## config.mk

```make
export PLATFORM = sky130hd
export DESIGN_NAME = clint_slave_flat
export DESIGN_NICKNAME = d
export VERILOG_FILES = /design/src/rtl/clint_slave_pkg.sv /design/src/rtl/clint_slave_if.sv /design/src/rtl/clint_slave_rtc_tick.sv /design/src/rtl/clint_slave.sv /design/src/flat_wrapper.sv
export SDC_FILE = /design/constraint.sdc
export NUM_CORES = 1
export LEC_CHECK = 0
export BUFFER_PORTS_ARGS = -buffer_cell sky130_fd_sc_hd__buf_2
export CAP_MARGIN = 0
export CORE_ASPECT_RATIO = 0.8
export CORE_MARGIN = 4
export CORE_UTILIZATION = 61
export CTS_CLUSTER_SIZE = 16
export DETAILED_ROUTE_END_ITERATION = 16
export PLACE_DENSITY = 0.86
export SYNTH_ARGS = -nofsm -noshare
export SYNTH_HDL_FRONTEND = slang
export SYNTH_SLANG_ARGS = --single-unit
```

## constraint.sdc

```tcl
create_clock -name clock -period 6.2 [get_ports clock]
set_input_delay 0 -clock clock [delete_from_list [all_inputs] [get_ports clock]]
set_output_delay 0 -clock clock [all_outputs]
set_load 0.03 [all_outputs]
```

## src/rtl/clint_slave_pkg.sv

```systemverilog
// Shared CLINT configuration: RTC divider ratio, register offsets and the
// helpers used for address decode and byte-granular stores.
package clint_slave_pkg;

    localparam int unsigned clk_divider_rtc = 4;

    localparam logic [15:0] clint_msip_off     = 16'h0000;
    localparam logic [15:0] clint_mtimecmp_off = 16'h4000;
    localparam logic [15:0] clint_mtime_off    = 16'hBFF8;

    localparam logic [13:0] msip_word      = clint_msip_off[15:2];
    localparam logic [13:0] mtimecmp_lo_w  = clint_mtimecmp_off[15:2];
    localparam logic [13:0] mtimecmp_hi_w  = mtimecmp_lo_w + 14'd1;
    localparam logic [13:0] mtime_lo_w     = clint_mtime_off[15:2];
    localparam logic [13:0] mtime_hi_w     = mtime_lo_w + 14'd1;

    typedef enum logic [2:0] {
        reg_msip,
        reg_mtimecmp_lo,
        reg_mtimecmp_hi,
        reg_mtime_lo,
        reg_mtime_hi,
        reg_none
    } clint_reg_e;

    function automatic clint_reg_e clint_decode(input logic [13:0] word);
        case (word)
            msip_word:     return reg_msip;
            mtimecmp_lo_w: return reg_mtimecmp_lo;
            mtimecmp_hi_w: return reg_mtimecmp_hi;
            mtime_lo_w:    return reg_mtime_lo;
            mtime_hi_w:    return reg_mtime_hi;
            default:       return reg_none;
        endcase
    endfunction

    function automatic logic [31:0] merge_bytes(input logic [31:0] old_word,
                                                input logic [31:0] new_word,
                                                input logic [3:0]  strb);
        logic [31:0] res;
        res = old_word;
        for (int i = 0; i < 4; i++) begin
            if (strb[i]) res[8*i +: 8] = new_word[8*i +: 8];
        end
        return res;
    endfunction

endpackage

```

## src/rtl/clint_slave_if.sv

```systemverilog
// Native memory bus (valid/ready) between the interconnect and the CLINT.
interface clint_slave_if;
    logic        mem_valid;
    logic        mem_instr;
    logic [31:0] mem_addr;
    logic [31:0] mem_wdata;
    logic [3:0]  mem_wstrb;
    logic [31:0] mem_rdata;
    logic        mem_ready;

    modport master (
        output mem_valid, mem_instr, mem_addr, mem_wdata, mem_wstrb,
        input  mem_rdata, mem_ready
    );

    modport slave (
        input  mem_valid, mem_instr, mem_addr, mem_wdata, mem_wstrb,
        output mem_rdata, mem_ready
    );
endinterface

```

## src/rtl/clint_slave_rtc_tick.sv

```systemverilog
// RTC tick generator: counts 0..CLK_DIVIDER per half-period and emits one
// tick per full RTC period, i.e. every 2*(CLK_DIVIDER+1) clocks.
module clint_rtc_tick #(
    parameter int unsigned CLK_DIVIDER = 4
) (
    input  logic clock,
    input  logic reset,
    output logic tick
);
    localparam int unsigned CW = (CLK_DIVIDER > 0) ? $clog2(CLK_DIVIDER + 1) : 1;

    logic [CW-1:0] cnt;
    logic          phase;
    logic          wrap;

    assign wrap = (cnt == CW'(CLK_DIVIDER));

    always_ff @(posedge clock) begin
        if (reset) begin
            cnt   <= '0;
            phase <= 1'b0;
        end else if (wrap) begin
            cnt   <= '0;
            phase <= ~phase;
        end else begin
            cnt   <= cnt + CW'(1);
        end
    end

    // The RTC edge lands where the phase closes its second half-period, which
    // places the first tick a full period after reset release.
    assign tick = wrap && phase;
endmodule

```

## src/rtl/clint_slave.sv

```systemverilog
// CLINT responder: msip, mtimecmp and the 64-bit mtime behind a one-cycle
// valid/ready slave, plus the software and timer interrupt lines.
module clint_slave
    import clint_slave_pkg::*;
#(
    parameter int unsigned CLK_DIVIDER    = clk_divider_rtc,
    parameter logic [63:0] MTIMECMP_RESET = 64'hFFFF_FFFF_FFFF_FFFF
) (
    input  logic         clock,
    input  logic         reset,
    clint_slave_if.slave mem,
    output logic         clint_msip,
    output logic         clint_mtip,
    output logic [63:0]  clint_mtime
);
    logic        tick;
    logic        accept;
    logic        wr;
    clint_reg_e  sel;
    logic [31:0] rd_data;
    logic        msip_q, msip_nxt;
    logic [63:0] mtime_q, mtime_nxt;
    logic [63:0] mtimecmp_q, mtimecmp_nxt;
    logic        unused_bits;

    clint_rtc_tick #(.CLK_DIVIDER(CLK_DIVIDER)) u_rtc_tick (
        .clock (clock),
        .reset (reset),
        .tick  (tick)
    );

    assign accept      = mem.mem_valid && !mem.mem_ready;
    assign wr          = accept && (mem.mem_wstrb != 4'b0000);
    assign sel         = clint_decode(mem.mem_addr[15:2]);
    assign unused_bits = ^{mem.mem_instr, mem.mem_addr[31:16], mem.mem_addr[1:0]};

    always_comb begin
        rd_data = '0;
        case (sel)
            reg_msip:        rd_data = {31'd0, msip_q};
            reg_mtimecmp_lo: rd_data = mtimecmp_q[31:0];
            reg_mtimecmp_hi: rd_data = mtimecmp_q[63:32];
            reg_mtime_lo:    rd_data = mtime_q[31:0];
            reg_mtime_hi:    rd_data = mtime_q[63:32];
            default:         rd_data = '0;
        endcase
    end

    // A store to either mtime word replaces that tick's increment entirely.
    always_comb begin
        msip_nxt     = msip_q;
        mtimecmp_nxt = mtimecmp_q;
        mtime_nxt    = tick ? mtime_q + 64'd1 : mtime_q;
        if (wr) begin
            case (sel)
                reg_msip: begin
                    if (mem.mem_wstrb[0]) msip_nxt = mem.mem_wdata[0];
                end
                reg_mtimecmp_lo: mtimecmp_nxt[31:0]  =
                    merge_bytes(mtimecmp_q[31:0], mem.mem_wdata, mem.mem_wstrb);
                reg_mtimecmp_hi: mtimecmp_nxt[63:32] =
                    merge_bytes(mtimecmp_q[63:32], mem.mem_wdata, mem.mem_wstrb);
                reg_mtime_lo: mtime_nxt =
                    {mtime_q[63:32], merge_bytes(mtime_q[31:0], mem.mem_wdata, mem.mem_wstrb)};
                reg_mtime_hi: mtime_nxt =
                    {merge_bytes(mtime_q[63:32], mem.mem_wdata, mem.mem_wstrb), mtime_q[31:0]};
                default: ;
            endcase
        end
    end

    always_ff @(posedge clock) begin
        if (reset) begin
            mem.mem_ready <= 1'b0;
            mem.mem_rdata <= '0;
            msip_q        <= 1'b0;
            mtime_q       <= '0;
            mtimecmp_q    <= MTIMECMP_RESET;
            clint_mtip    <= 1'b0;
        end else begin
            mem.mem_ready <= accept;
            mem.mem_rdata <= accept ? rd_data : '0;
            msip_q        <= msip_nxt;
            mtime_q       <= mtime_nxt;
            mtimecmp_q    <= mtimecmp_nxt;
            clint_mtip    <= (mtime_q >= mtimecmp_q);
        end
    end

    assign clint_msip  = msip_q;
    assign clint_mtime = mtime_q;
endmodule

```

## src/flat_wrapper.sv

```systemverilog
// flat-port wrapper written by rule: the top's interface ports become plain ports
module clint_slave_flat import clint_slave_pkg::*;
#(
    parameter int unsigned CLK_DIVIDER    = clk_divider_rtc,
    parameter logic [63:0] MTIMECMP_RESET = 64'hFFFF_FFFF_FFFF_FFFF
)
  (clock, reset, clint_msip, clint_mtip, clint_mtime, mem_mem_valid, mem_mem_instr, mem_mem_addr, mem_mem_wdata, mem_mem_wstrb, mem_mem_rdata, mem_mem_ready);
  clint_slave_if mem_i ();
  input  logic clock;
  input  logic reset;
  output logic clint_msip;
  output logic clint_mtip;
  output logic [63:0] clint_mtime;
  input wire logic [$bits(mem_i.mem_valid)-1:0] mem_mem_valid;
  input wire logic [$bits(mem_i.mem_instr)-1:0] mem_mem_instr;
  input wire logic [$bits(mem_i.mem_addr)-1:0] mem_mem_addr;
  input wire logic [$bits(mem_i.mem_wdata)-1:0] mem_mem_wdata;
  input wire logic [$bits(mem_i.mem_wstrb)-1:0] mem_mem_wstrb;
  output wire logic [$bits(mem_i.mem_rdata)-1:0] mem_mem_rdata;
  output wire logic [$bits(mem_i.mem_ready)-1:0] mem_mem_ready;
  assign mem_i.mem_valid = mem_mem_valid;
  assign mem_i.mem_instr = mem_mem_instr;
  assign mem_i.mem_addr = mem_mem_addr;
  assign mem_i.mem_wdata = mem_mem_wdata;
  assign mem_i.mem_wstrb = mem_mem_wstrb;
  assign mem_mem_rdata = mem_i.mem_rdata;
  assign mem_mem_ready = mem_i.mem_ready;
  clint_slave #(.CLK_DIVIDER(CLK_DIVIDER), .MTIMECMP_RESET(MTIMECMP_RESET)) u_core (.clock(clock), .reset(reset), .mem(mem_i), .clint_msip(clint_msip), .clint_mtip(clint_mtip), .clint_mtime(clint_mtime));
endmodule
```

; ---- Yosys cells after proc, flatten, opt, wreduce, memory -nomap -nowiden
; Cells that the tools add are included.
[word_totals]
reg_bits = 167
input_bits = 72
output_inout_bits = 99
wordCells = 81
[op_classes]
addsub = 2
magnitude_cmp = 1
n_eq_ne = 19
n_mux = 9
n_bitwise = 2
reduce_logical = 26
[op_table]
columns = operator, n
row1 = one-hot mux 32 bit (5 select lines), 1
row2 = 2-to-1 mux 64 bit, 2
row3 = one-hot mux 64 bit (2 select lines), 1
row4 = adder 64 x 1 -> 64 bit (second input constant), 1
row5 = greater-or-equal comparator 64 bit, 1
row6 = 2-to-1 mux 8 bit, 4
row7 = == test 14 x 13 -> 1 bit (second input constant), 2
row8 = == test 14 bit (second input constant), 2
row9 = AND reduction 3 bit, 9
row10 = inequality test 3 bit (second input constant), 8
row11 = AND reduction 2 bit, 8
row12 = one-hot mux 3 bit (5 select lines), 1
row13 = zero test 14 bit, 1
row14 = == test 3 x 2 -> 1 bit (second input constant), 2
row15 = == test 3 bit (second input constant), 2
row16 = inequality test 2 bit (second input constant), 2
row17 = nonzero test 4 bit, 1
row18 = OR reduction 2 bit, 2
row19 = adder 3 x 1 -> 3 bit (second input constant), 1
row20 = == test 3 x 1 -> 1 bit (second input constant), 1
row21 = logical AND 1 bit, 3
row22 = zero test 3 bit, 1
row23 = inverter 1 bit, 2
row24 = zero test 1 bit, 1

; ---- Logic depth before layout (Yosys ltp)
; Gate-level depths: netlist of the first run.
[logic_depth]
depth_word = 5
ltp_mapped = 11
ltp_nobuf = 9

; ---- Modules after synthesis
; A second synthesis of the first run with hierarchy kept.
[hier_totals]
hier_cells = 1134
hier_area_um2 = 9480.3
[modules_own_cells]
columns = module, instances, cells_per_inst, area_each_um2, seq_area_each_um2
row1 = clint_slave, 1, 1116, 9301.4, 3263.1
row2 = clint_rtc_tick, 1, 18, 178.9, 80.1

; ---- Least setup slack after synthesis of the first run
; No wires, ideal clock.
[synth_path]
path_kind = register -> register
from = register u_core.mtime_q[11] (netlist: u_core.clint_mtime[11])
to = register u_core.mtime_q[57] (netlist: u_core.clint_mtime[57])
setup_ns = 0.074
arrival_ns = 2.988
required_time_ns = 6.126
path_slack_ns = 3.137
path_stages_with_launch = 10
path_buffers = 2
period_less_slack_ns = 3.063
cell_sequence = dfxtp_1 -> and4_1 -> buf_4 -> nand4_4 -> or4_4 -> or4_4 -> buf_6 -> or2_4 -> or3_1 -> a31oi_1
[synth_between]
elab_chain_len = 4
[synth_lines]
columns = item, line
row1 = "start, declared", clint_slave.sv:22  ; logic [63:0] mtime_q, mtime_nxt;
row2 = "start signal, assigned", clint_slave.sv:84  ; mtime_q <= mtime_nxt;
row3 = adder 64 x 1 -> 64 bit (*), clint_slave.sv:53  ; mtime_nxt = tick ? mtime_q + 64'd1 : mtime_q;
row4 = 2-to-1 mux 64 bit (*), clint_slave.sv:53
row5 = one-hot mux 64 bit (2 select lines), clint_slave.sv:55  ; case (sel)
row6 = 2-to-1 mux 64 bit (*), clint_slave.sv:54  ; if (wr) begin
; Mark *: on every way between the ends. The rest lies on a longest branch, timed or not.
; A chain may end at the register's enable or synchronous reset.

; ---- Final worst setup path of the first run
[layout_path]
from = register u_core.mtime_q[4] (netlist: u_core.clint_mtime[4])
to = register u_core.mtime_q[57] (netlist: u_core.clint_mtime[57])
; Same word-level chain as after synthesis.

==> impl_metrics.xml, run 1 <==
<?xml version="1.0" encoding="UTF-8"?>
<metrics>
  <group name="grt">
    <metric name="first_global_vias" unit="">9633</metric>
    <metric name="pin_count_of_the_biggest_net_entering_global_routing" unit="">74</metric>
    <metric name="number_of_antenna_violations_at_the_first_check_in_global_routing" unit="">0</metric>
    <metric name="grt.total_usage" unit="">0.3379</metric>
    <metric name="global_route.overflow_total" unit="">0</metric>
    <metric name="first_pass_grt_wire_length" unit="um">49080</metric>
  </group>
  <group name="drt">
    <metric name="postRouteAntennaNets" unit="">0</metric>
    <metric name="count_of_unresolved_drc_violations_after_routing" unit="">0</metric>
    <metric name="drt_wl_total" unit="um">31010</metric>
    <metric name="routed-via-count" unit="">10380</metric>
    <metric name="drt-initial-drc-count" unit="">1661</metric>
    <metric name="detail_route.vias_per_cell" unit="">6.585</metric>
    <metric name="drt-wirelength-per-cell" unit="um">19.68</metric>
    <metric name="firstDrtPassIters" unit="">7</metric>
  </group>
  <group name="min_path">
    <metric name="holdCritStartpoint" unit="">mem_mem_addr[14]</metric>
    <metric name="hold-path-endpoint" unit="">u_core.clint_msip$_SDFFE_PP0P_</metric>
    <metric name="holdPathStages" unit="">5</metric>
    <metric name="worst_hold_path_type" unit="">input pin to register</metric>
  </group>
  <group name="worst_setup_path">
    <metric name="critical_path.startpoint_type" unit="">register</metric>
    <metric name="crit_path_frequent_cell" unit="">sky130_fd_sc_hd__or4_4</metric>
    <metric name="critPathRequiredTime" unit="ns">6.56</metric>
    <metric name="worstSetupEndpointType" unit="">register</metric>
    <metric name="timing.critical_path.arrival" unit="ns">3.55</metric>
    <metric name="slowest_stage" unit="">sky130_fd_sc_hd__or4_4</metric>
    <metric name="worstReg2RegEnd" unit="">u_core.clint_mtime[57]$_SDFFE_PP0P_</metric>
    <metric name="r2r_setup_slk" unit="ns">3.01</metric>
    <metric name="path_class" unit="">register to register</metric>
    <metric name="critical_path.cell_chain" unit="">and3_1 &gt; nand3_2 &gt; or4_4 &gt; or4_4 &gt; or2_4 &gt; or3_1 &gt; a31oi_1</metric>
    <metric name="reg2reg_depth" unit="">7</metric>
    <metric name="max_stage_delay_on_crit_path" unit="ns">0.62</metric>
    <metric name="crit-reg2reg-launch" unit="">u_core.clint_mtime[4]$_SDFFE_PP0P_</metric>
    <metric name="worst_path_max_fanout" unit="">10</metric>
  </group>
  <group name="cells_and_area">
    <metric name="syn_to_final_growth" unit="%">18.46</metric>
    <metric name="antennaDiodeCount" unit="">0</metric>
    <metric name="layout_nets" unit="">1492</metric>
    <metric name="drive_above_1_share" unit="">0.1764</metric>
    <metric name="top_library_cells_by_usage_in_the_layout_fill_and_taps_aside" unit="">169 x sky130_fd_sc_hd__nand2_1, 167 x sky130_fd_sc_hd__dfxtp_1, 150 x sky130_fd_sc_hd__buf_2</metric>
    <metric name="final_common_cell" unit="">sky130_fd_sc_hd__nand2_1</metric>
    <metric name="fillers" unit="">1137</metric>
    <metric name="stdcell_count" unit="">1576</metric>
  </group>
  <group name="power_and_ir_drop">
    <metric name="proportion_of_power_drawn_by_the_clock_network" unit="">0.489</metric>
    <metric name="power.combinational.fraction" unit="">0.046</metric>
    <metric name="cell_internal_pwr" unit="uW">1803</metric>
    <metric name="switchingPower" unit="uW">509.6</metric>
    <metric name="sw_frac_of_total" unit="">0.2204</metric>
    <metric name="fin_total_pwr" unit="uW">2313</metric>
    <metric name="pwr-share-seq" unit="">0.466</metric>
    <metric name="power_density" unit="nW/um2">201.1</metric>
    <metric name="leakage_power_total" unit="uW">0.005766</metric>
    <metric name="irDropWorstVdd" unit="V">0.0002244</metric>
  </group>
  <group name="logic_synthesis">
    <metric name="post_synth_mux_area_share" unit="">0.03919</metric>
    <metric name="asyncSetResetFlopFracSynth" unit="">0</metric>
    <metric name="synth-compound-area-share" unit="">0.1839</metric>
    <metric name="share_of_the_yosys_chip_area_belonging_to_registers" unit="">0.3444</metric>
    <metric name="synthFlopType" unit="">sky130_fd_sc_hd__dfxtp_1</metric>
    <metric name="xor_and_xnor_fraction_of_the_mapped_netlist_area" unit="">0.001805</metric>
    <metric name="synth.lib_cells_used.distinct" unit="">60</metric>
    <metric name="synthesis.nets" unit="">1350</metric>
    <metric name="postSynthCellCount" unit="">1211</metric>
    <metric name="synth_warnings" unit="">0</metric>
    <metric name="synth_top_family_by_area" unit="">simple AND/OR/NAND/NOR gates</metric>
    <metric name="synth_adder_area_share" unit="">0.08636</metric>
    <metric name="synth-edff-count" unit="">0</metric>
    <metric name="basic_gate_share_of_the_synthesized_area_counting_and_or_nand_and_nor_cells" unit="">0.2858</metric>
    <metric name="synth.cell_area" unit="um2">9707</metric>
    <metric name="post_synth.cell_area_avg" unit="um2">8.016</metric>
    <metric name="ys_ff_latch" unit="">167</metric>
  </group>
  <group name="flow_run">
    <metric name="maxCapViolCount" unit="">0</metric>
  </group>
  <group name="cts">
    <metric name="cell_at_the_root_of_the_clock_tree" unit="">sky130_fd_sc_hd__clkbuf_16</metric>
    <metric name="clock-sinks" unit="">167</metric>
    <metric name="post_cts_resize_count" unit="">0</metric>
    <metric name="number_of_buffers_added_by_the_clock_tree_synthesis_step" unit="">17</metric>
    <metric name="max-clock-path-buffers" unit="">2</metric>
    <metric name="cts.hold.buffers_added" unit="">33</metric>
    <metric name="clkSlewWorstSetupHoldPaths" unit="ns">0.07</metric>
    <metric name="htree_levels" unit="">4</metric>
    <metric name="tritoncts" unit="">built</metric>
    <metric name="clk_latency" unit="ns">0.43</metric>
    <metric name="cts_post_setup_buffers_inserted" unit="">0</metric>
  </group>
  <group name="sta">
    <metric name="final.hold.worst_slack" unit="ns">0.05066</metric>
    <metric name="report.final.setup_viol" unit="">0</metric>
    <metric name="timing.final.hold_violations" unit="">0</metric>
    <metric name="worst-slew-pin-transition" unit="ns">1.006</metric>
    <metric name="max_clock_freq" unit="MHz">313.2</metric>
    <metric name="relative_slew_slack" unit="">0.3235</metric>
    <metric name="report.final.slew_viol_count" unit="">0</metric>
    <metric name="tns" unit="ns">0</metric>
    <metric name="layout_worst_path_cycle_share" unit="">0.5150</metric>
    <metric name="rsz0062_at_grt" unit="">false</metric>
    <metric name="skew" unit="ns">0.007908</metric>
    <metric name="layout_min_cycle_time" unit="ns">3.193</metric>
  </group>
  <group name="die">
    <metric name="initial_utilization" unit="">0.6338</metric>
    <metric name="die_w" unit="um">149.0</metric>
    <metric name="floorplan.die.height" unit="um">120.8</metric>
    <metric name="row_count" unit="">40</metric>
    <metric name="core-area" unit="um2">15310</metric>
    <metric name="ios" unit="">171</metric>
    <metric name="die_footprint" unit="um2">18010</metric>
  </group>
  <group name="status">
    <metric name="run_status" unit="">finished clean</metric>
  </group>
  <group name="placement">
    <metric name="dp_hpwl" unit="um">21380</metric>
    <metric name="place.gp.congestion" unit="">0.9459</metric>
    <metric name="placedCellCount" unit="">1511</metric>
    <metric name="io_buffer_count" unit="">151</metric>
  </group>
</metrics>
[worst max path at each step]
stage	endpoint	startpoint	slack, ns	cells past startpoint
6_report	u_core.clint_mtime[57]$_SDFFE_PP0P_	u_core.clint_mtime[4]$_SDFFE_PP0P_	3.01	7
5_1_grt	u_core.clint_mtime[55]$_SDFFE_PP0P_	u_core.clint_mtime[4]$_SDFFE_PP0P_	2.88	7
4_1_cts	u_core.clint_mtime[57]$_SDFFE_PP0P_	u_core.clint_mtime[4]$_SDFFE_PP0P_	3.07	7
3_5_place_dp	u_core.clint_mtime[57]$_SDFFE_PP0P_	u_core.clint_mtime[4]$_SDFFE_PP0P_	3.08	7
3_3_place_gp	u_core.clint_mtime[57]$_SDFFE_PP0P_	u_core.clint_mtime[4]$_SDFFE_PP0P_	3.16	7
2_1_floorplan	u_core.clint_mtime[57]$_SDFFE_PP0P_	u_core.clint_mtime[11]$_SDFFE_PP0P_	3.14	9
[cells by family after synthesis]
logic type | count (synthesis)
flip-flops | 167
adder cells (fa/ha/maj) | 67
AO/OA/AOI/OAI | 251
buffers and inverters | 148
multiplexers | 34
AND/OR/NAND/NOR | 542
XOR/XNOR | 2
[worst max-delay path: cells and delay by family, from the launching register on]
family	cells	cell delay (ns)
AO/OA/AOI/OAI	1	0.16
flip-flops	1	0.50
AND/OR/NAND/NOR	6	2.44
[stage by stage]
| stage | setup slack (ns) | instance area (um2) | utilization |
|---|---|---|---|
| global route | 2.879 | 11500 | 0.7508 |
| detailed placement | 3.080 | 10550 | 0.6886 |
| global placement | 3.158 | 10550 | 0.6886 |
| floorplan | 3.137 | 9707 | - |
| CTS | 3.068 | 11500 | 0.7508 |
| finish | 3.007 | 11500 | 0.7508 |
[Yosys cell counts, types with 9 or more instances]
library cell                 n  area share
sky130_fd_sc_hd__and2_1     11      0.0071
sky130_fd_sc_hd__nor2_1    103       0.040
sky130_fd_sc_hd__nor3_1     32       0.016
sky130_fd_sc_hd__dfxtp_1   167        0.34
sky130_fd_sc_hd__nor4_1     23       0.015
sky130_fd_sc_hd__a222oi_1   32       0.033
sky130_fd_sc_hd__a211oi_1   23       0.018
sky130_fd_sc_hd__a21oi_1    57       0.029
sky130_fd_sc_hd__a31oi_1    12      0.0077
sky130_fd_sc_hd__nand3b_1   55       0.043
sky130_fd_sc_hd__o21ai_0    31       0.016
sky130_fd_sc_hd__o211ai_1   12      0.0093
sky130_fd_sc_hd__nand2_1   169       0.065
sky130_fd_sc_hd__o21bai_1    9      0.0070
sky130_fd_sc_hd__clkbuf_1   62       0.024
sky130_fd_sc_hd__nand3_1    40       0.021
sky130_fd_sc_hd__a21o_1     22       0.017
sky130_fd_sc_hd__nand4_1    27       0.017
sky130_fd_sc_hd__a211o_1    11      0.0099
sky130_fd_sc_hd__and3_1     35       0.023
sky130_fd_sc_hd__ha_1       67       0.086
sky130_fd_sc_hd__inv_1      77       0.030
sky130_fd_sc_hd__a311oi_1   11      0.0099
sky130_fd_sc_hd__mux2_2     32       0.037
[area by class of cell]
cell class / count / area, um2 / area share
Tap cell: 210 / 262.8 / 0.02285
Multi-Input combinational cell: 896 / 5817 / 0.5059
Clock buffer: 20 / 446.7 / 0.03885
Timing Repair Buffer: 194 / 1164 / 0.1012
Clock inverter: 12 / 176.4 / 0.01534
Inverter: 77 / 289.0 / 0.02514
Sequential cell: 167 / 3343 / 0.2908
[state kept, by name, summed over array words and instances (netlist names)]
register	cells
u_core.clint_mtip	1
u_core.clint_mtime	64
u_core.mtimecmp_q	64
u_core.u_rtc_tick.phase	1
u_core.clint_msip	1
u_core.mem.mem_rdata	32
u_core.mem.mem_ready	1
u_core.u_rtc_tick.cnt	3
[power groups by stage]
stage | Clock, uW | Sequential, uW | Combinational [uW]
3_3_place_gp | 0 | 1100 | 84.2
3_5_place_dp | 0 | 1100 | 85.8
2_1_floorplan | 0 | 1100 | 40.6
4_1_cts | 1130 | 1080 | 102
5_1_grt | 1180 | 1080 | 111
6_report | 1130 | 1080 | 106
[layer usage]
metal	track usage	vias to the layer above	share of wire
met5	0	-	0
met4	0.1229	0	0.026
met3	0.08655	97	0.13
met2	0.5095	756	0.43
met1	0.4679	4802	0.41
li1	-	4723	-
Power figures use the tool's default switching activity.
==> inputs of run 2 (changes only) <==
--- a/config.mk
+++ b/config.mk
@@ -9,10 +9,10 @@
 export CAP_MARGIN = 0
 export CORE_ASPECT_RATIO = 0.8
 export CORE_MARGIN = 4
-export CORE_UTILIZATION = 61
+export CORE_UTILIZATION = 57
 export CTS_CLUSTER_SIZE = 16
 export DETAILED_ROUTE_END_ITERATION = 16
-export PLACE_DENSITY = 0.86
+export PLACE_DENSITY = 0.81
 export SYNTH_ARGS = -nofsm -noshare
 export SYNTH_HDL_FRONTEND = slang
 export SYNTH_SLANG_ARGS = --single-unit
==> constraint.sdc (replaced) <==
create_clock -name clock -period 3.1 [get_ports clock]
set_input_delay 0 -clock clock [delete_from_list [all_inputs] [get_ports clock]]
set_output_delay 0 -clock clock [all_outputs]
set_load 0.03 [all_outputs]
==> impl_metrics.xml, run 2 (same netlist as run 1, synthesis figures left out) <==
<?xml version="1.0" encoding="UTF-8"?>
<metrics>
  <group name="drt">
    <metric name="wire_length_the_detailed_router_placed_on_met1" unit="um">13220</metric>
    <metric name="detail_route.vias_per_cell" unit="">6.412</metric>
    <metric name="routed-via-count" unit="">10370</metric>
    <metric name="drt_wl_total" unit="um">32010</metric>
    <metric name="drt-wirelength-per-cell" unit="um">19.79</metric>
    <metric name="postRouteAntennaNets" unit="">0</metric>
    <metric name="wl_met3" unit="um">4043</metric>
    <metric name="detailroute.wirelength.met2" unit="um">14050</metric>
    <metric name="drt-initial-drc-count" unit="">1393</metric>
    <metric name="count_of_unresolved_drc_violations_after_routing" unit="">0</metric>
    <metric name="firstDrtPassIters" unit="">7</metric>
    <metric name="highest-signal-layer" unit="">met4</metric>
  </group>
  <group name="sta">
    <metric name="report.final.slew_viol_count" unit="">0</metric>
    <metric name="final.hold.worst_slack" unit="ns">0.04919</metric>
    <metric name="rsz0062_at_grt" unit="">false</metric>
    <metric name="layout_min_cycle_time" unit="ns">2.948</metric>
    <metric name="tns" unit="ns">0</metric>
    <metric name="relative_slew_slack" unit="">0.4031</metric>
    <metric name="report.final.setup_viol" unit="">0</metric>
    <metric name="max_clock_freq" unit="MHz">339.2</metric>
    <metric name="skew" unit="ns">0.009575</metric>
    <metric name="timing.final.hold_violations" unit="">0</metric>
    <metric name="worst-slew-pin-transition" unit="ns">0.8954</metric>
    <metric name="layout_worst_path_cycle_share" unit="">0.9511</metric>
  </group>
  <group name="status">
    <metric name="run_status" unit="">finished clean</metric>
  </group>
  <group name="cts">
    <metric name="tritoncts" unit="">built</metric>
    <metric name="cell_at_the_root_of_the_clock_tree" unit="">sky130_fd_sc_hd__clkbuf_16</metric>
    <metric name="clock-sinks" unit="">167</metric>
    <metric name="max-clock-path-buffers" unit="">2</metric>
    <metric name="clkSlewWorstSetupHoldPaths" unit="ns">0.06</metric>
    <metric name="number_of_buffers_added_by_the_clock_tree_synthesis_step" unit="">17</metric>
    <metric name="htree_levels" unit="">4</metric>
    <metric name="cts_post_setup_buffers_inserted" unit="">0</metric>
    <metric name="clk_latency" unit="ns">0.43</metric>
  </group>
  <group name="grt">
    <metric name="global_route.overflow_total" unit="">0</metric>
    <metric name="number_of_antenna_violations_at_the_first_check_in_global_routing" unit="">0</metric>
    <metric name="grt.total_usage" unit="">0.3248</metric>
    <metric name="first_global_vias" unit="">9787</metric>
    <metric name="pin_count_of_the_biggest_net_entering_global_routing" unit="">90</metric>
    <metric name="first_pass_grt_wire_length" unit="um">51340</metric>
  </group>
  <group name="flow_run">
    <metric name="maxCapViolCount" unit="">0</metric>
  </group>
  <group name="worst_setup_path">
    <metric name="max_stage_delay_on_crit_path" unit="ns">0.54</metric>
    <metric name="critPathRequiredTime" unit="ns">3.39</metric>
    <metric name="path_class" unit="">register to register</metric>
    <metric name="worstSetupEndpointType" unit="">register</metric>
    <metric name="critical_path.startpoint_type" unit="">register</metric>
    <metric name="timing.critical_path.arrival" unit="ns">3.24</metric>
    <metric name="slowest_stage" unit="">sky130_fd_sc_hd__or4_4</metric>
    <metric name="worst_path_max_fanout" unit="">6</metric>
    <metric name="critical_path.cell_chain" unit="">and4_1 &gt; nand4_4 &gt; or4_4 &gt; or3_1 &gt; nor4b_2 &gt; nor3_1 &gt; a2111oi_1</metric>
  </group>
  <group name="power_and_ir_drop">
    <metric name="irDropWorstVdd" unit="V">0.0003620</metric>
    <metric name="fin_total_pwr" unit="uW">4651</metric>
    <metric name="proportion_of_power_drawn_by_the_clock_network" unit="">0.492</metric>
    <metric name="cell_internal_pwr" unit="uW">3646</metric>
    <metric name="leakage_power_total" unit="uW">0.005955</metric>
    <metric name="switchingPower" unit="uW">1005</metric>
    <metric name="sw_frac_of_total" unit="">0.2161</metric>
    <metric name="power.combinational.fraction" unit="">0.045</metric>
    <metric name="pwr-share-seq" unit="">0.463</metric>
    <metric name="power_density" unit="nW/um2">395.3</metric>
  </group>
  <group name="die">
    <metric name="die_w" unit="um">153.9</metric>
    <metric name="row_count" unit="">42</metric>
    <metric name="die_footprint" unit="um2">19190</metric>
    <metric name="ios" unit="">171</metric>
    <metric name="core-area" unit="um2">16610</metric>
    <metric name="initial_utilization" unit="">0.5845</metric>
    <metric name="floorplan.die.height" unit="um">124.7</metric>
  </group>
  <group name="placement">
    <metric name="dp_hpwl" unit="um">22860</metric>
    <metric name="place.gp.congestion" unit="">0.9564</metric>
    <metric name="io_buffer_count" unit="">151</metric>
  </group>
  <group name="cells_and_area">
    <metric name="layout_nets" unit="">1526</metric>
    <metric name="antennaDiodeCount" unit="">0</metric>
    <metric name="top_library_cells_by_usage_in_the_layout_fill_and_taps_aside" unit="">169 x sky130_fd_sc_hd__nand2_1, 167 x sky130_fd_sc_hd__dfxtp_1, 150 x sky130_fd_sc_hd__buf_2</metric>
    <metric name="final_common_cell" unit="">sky130_fd_sc_hd__nand2_1</metric>
    <metric name="syn_to_final_growth" unit="%">21.22</metric>
    <metric name="drive_above_1_share" unit="">0.1946</metric>
  </group>
  <group name="min_path">
    <metric name="worst_hold_path_type" unit="">input pin to register</metric>
  </group>
</metrics>
==> run 2: changes by cell type in the layout (fill, tap and decap cells not counted), sizes merged <==
cell	delta
buf	+34
clkbuf	+3
clkinv	-2
clkinvlp	-3
==> run 2: critical path, delay by kind of cell, from the launching register on <==
kind	cells	cell delay [ns]
and+or+nand+nor	6	1.94
AOI/OAI and AO/OA	1	0.44
DFF	1	0.43
==> run 2: power by group through the flow <==
stage,registers (uW),logic [uW],clock network [uW]
global route,2150,224,2390
finish,2150,211,2290
CTS,2150,205,2300
floorplan,2200,81.1,0
detailed placement,2200,173,0
global placement,2200,171,0
==> run 2: worst paths after layout <==
check | endpoint | slack (ns) | cells after the start | from
worst min register to register | u_core.u_rtc_tick.cnt[0]$_SDFF_PP0_ | 0.46 | 1 | u_core.u_rtc_tick.cnt[0]$_SDFF_PP0_
worst max-delay path | u_core.clint_mtime[39]$_SDFFE_PP0P_ | 0.15 | 7 | u_core.clint_mtime[13]$_SDFFE_PP0P_
worst min-delay path | u_core.clint_msip$_SDFFE_PP0P_ | 0.05 | 4 | mem_mem_wstrb[0]
worst max register to register | u_core.clint_mtime[39]$_SDFFE_PP0P_ | 0.15 | 7 | u_core.clint_mtime[13]$_SDFFE_PP0P_
==> run 2: timing repair <==
action,in CTS,in global routing
setup endpoints to repair,0,1
hold endpoints to repair,121,0
gates resized for setup,0,1
hold buffers,33,0
==> run 2: per-stage QoR <==
stage	instance area (um2)	utilization	worst slack, ns	instances
detailed placement	10810	0.6511	0.2833	1555
global route	11770	0.7086	0.03201	1618
global placement	10810	0.6511	0.3078	1555
CTS	11770	0.7085	0.1378	1618
finish	11770	0.7086	0.1517	1618
floorplan	9707	-	0.03737	1211
==> run 2: cell type report <==
class | count | area (um2)
Clock buffer | 23 | 478.0
Clock inverter | 7 | 143.9
Fill cell | 1297 | 4840
Inverter | 77 | 289.0
Multi-Input combinational cell | 896 | 5818
Sequential cell | 167 | 3343
Tap cell | 220 | 275.3
Timing Repair Buffer | 228 | 1419
==> run 2: metal layers <==
layer / track usage / vias to the layer above
met5: 0 / -
met4: 0.1075 / 0
met3: 0.07537 / 79
met2: 0.4945 / 695
met1: 0.4543 / 4816
li1: - / 4784
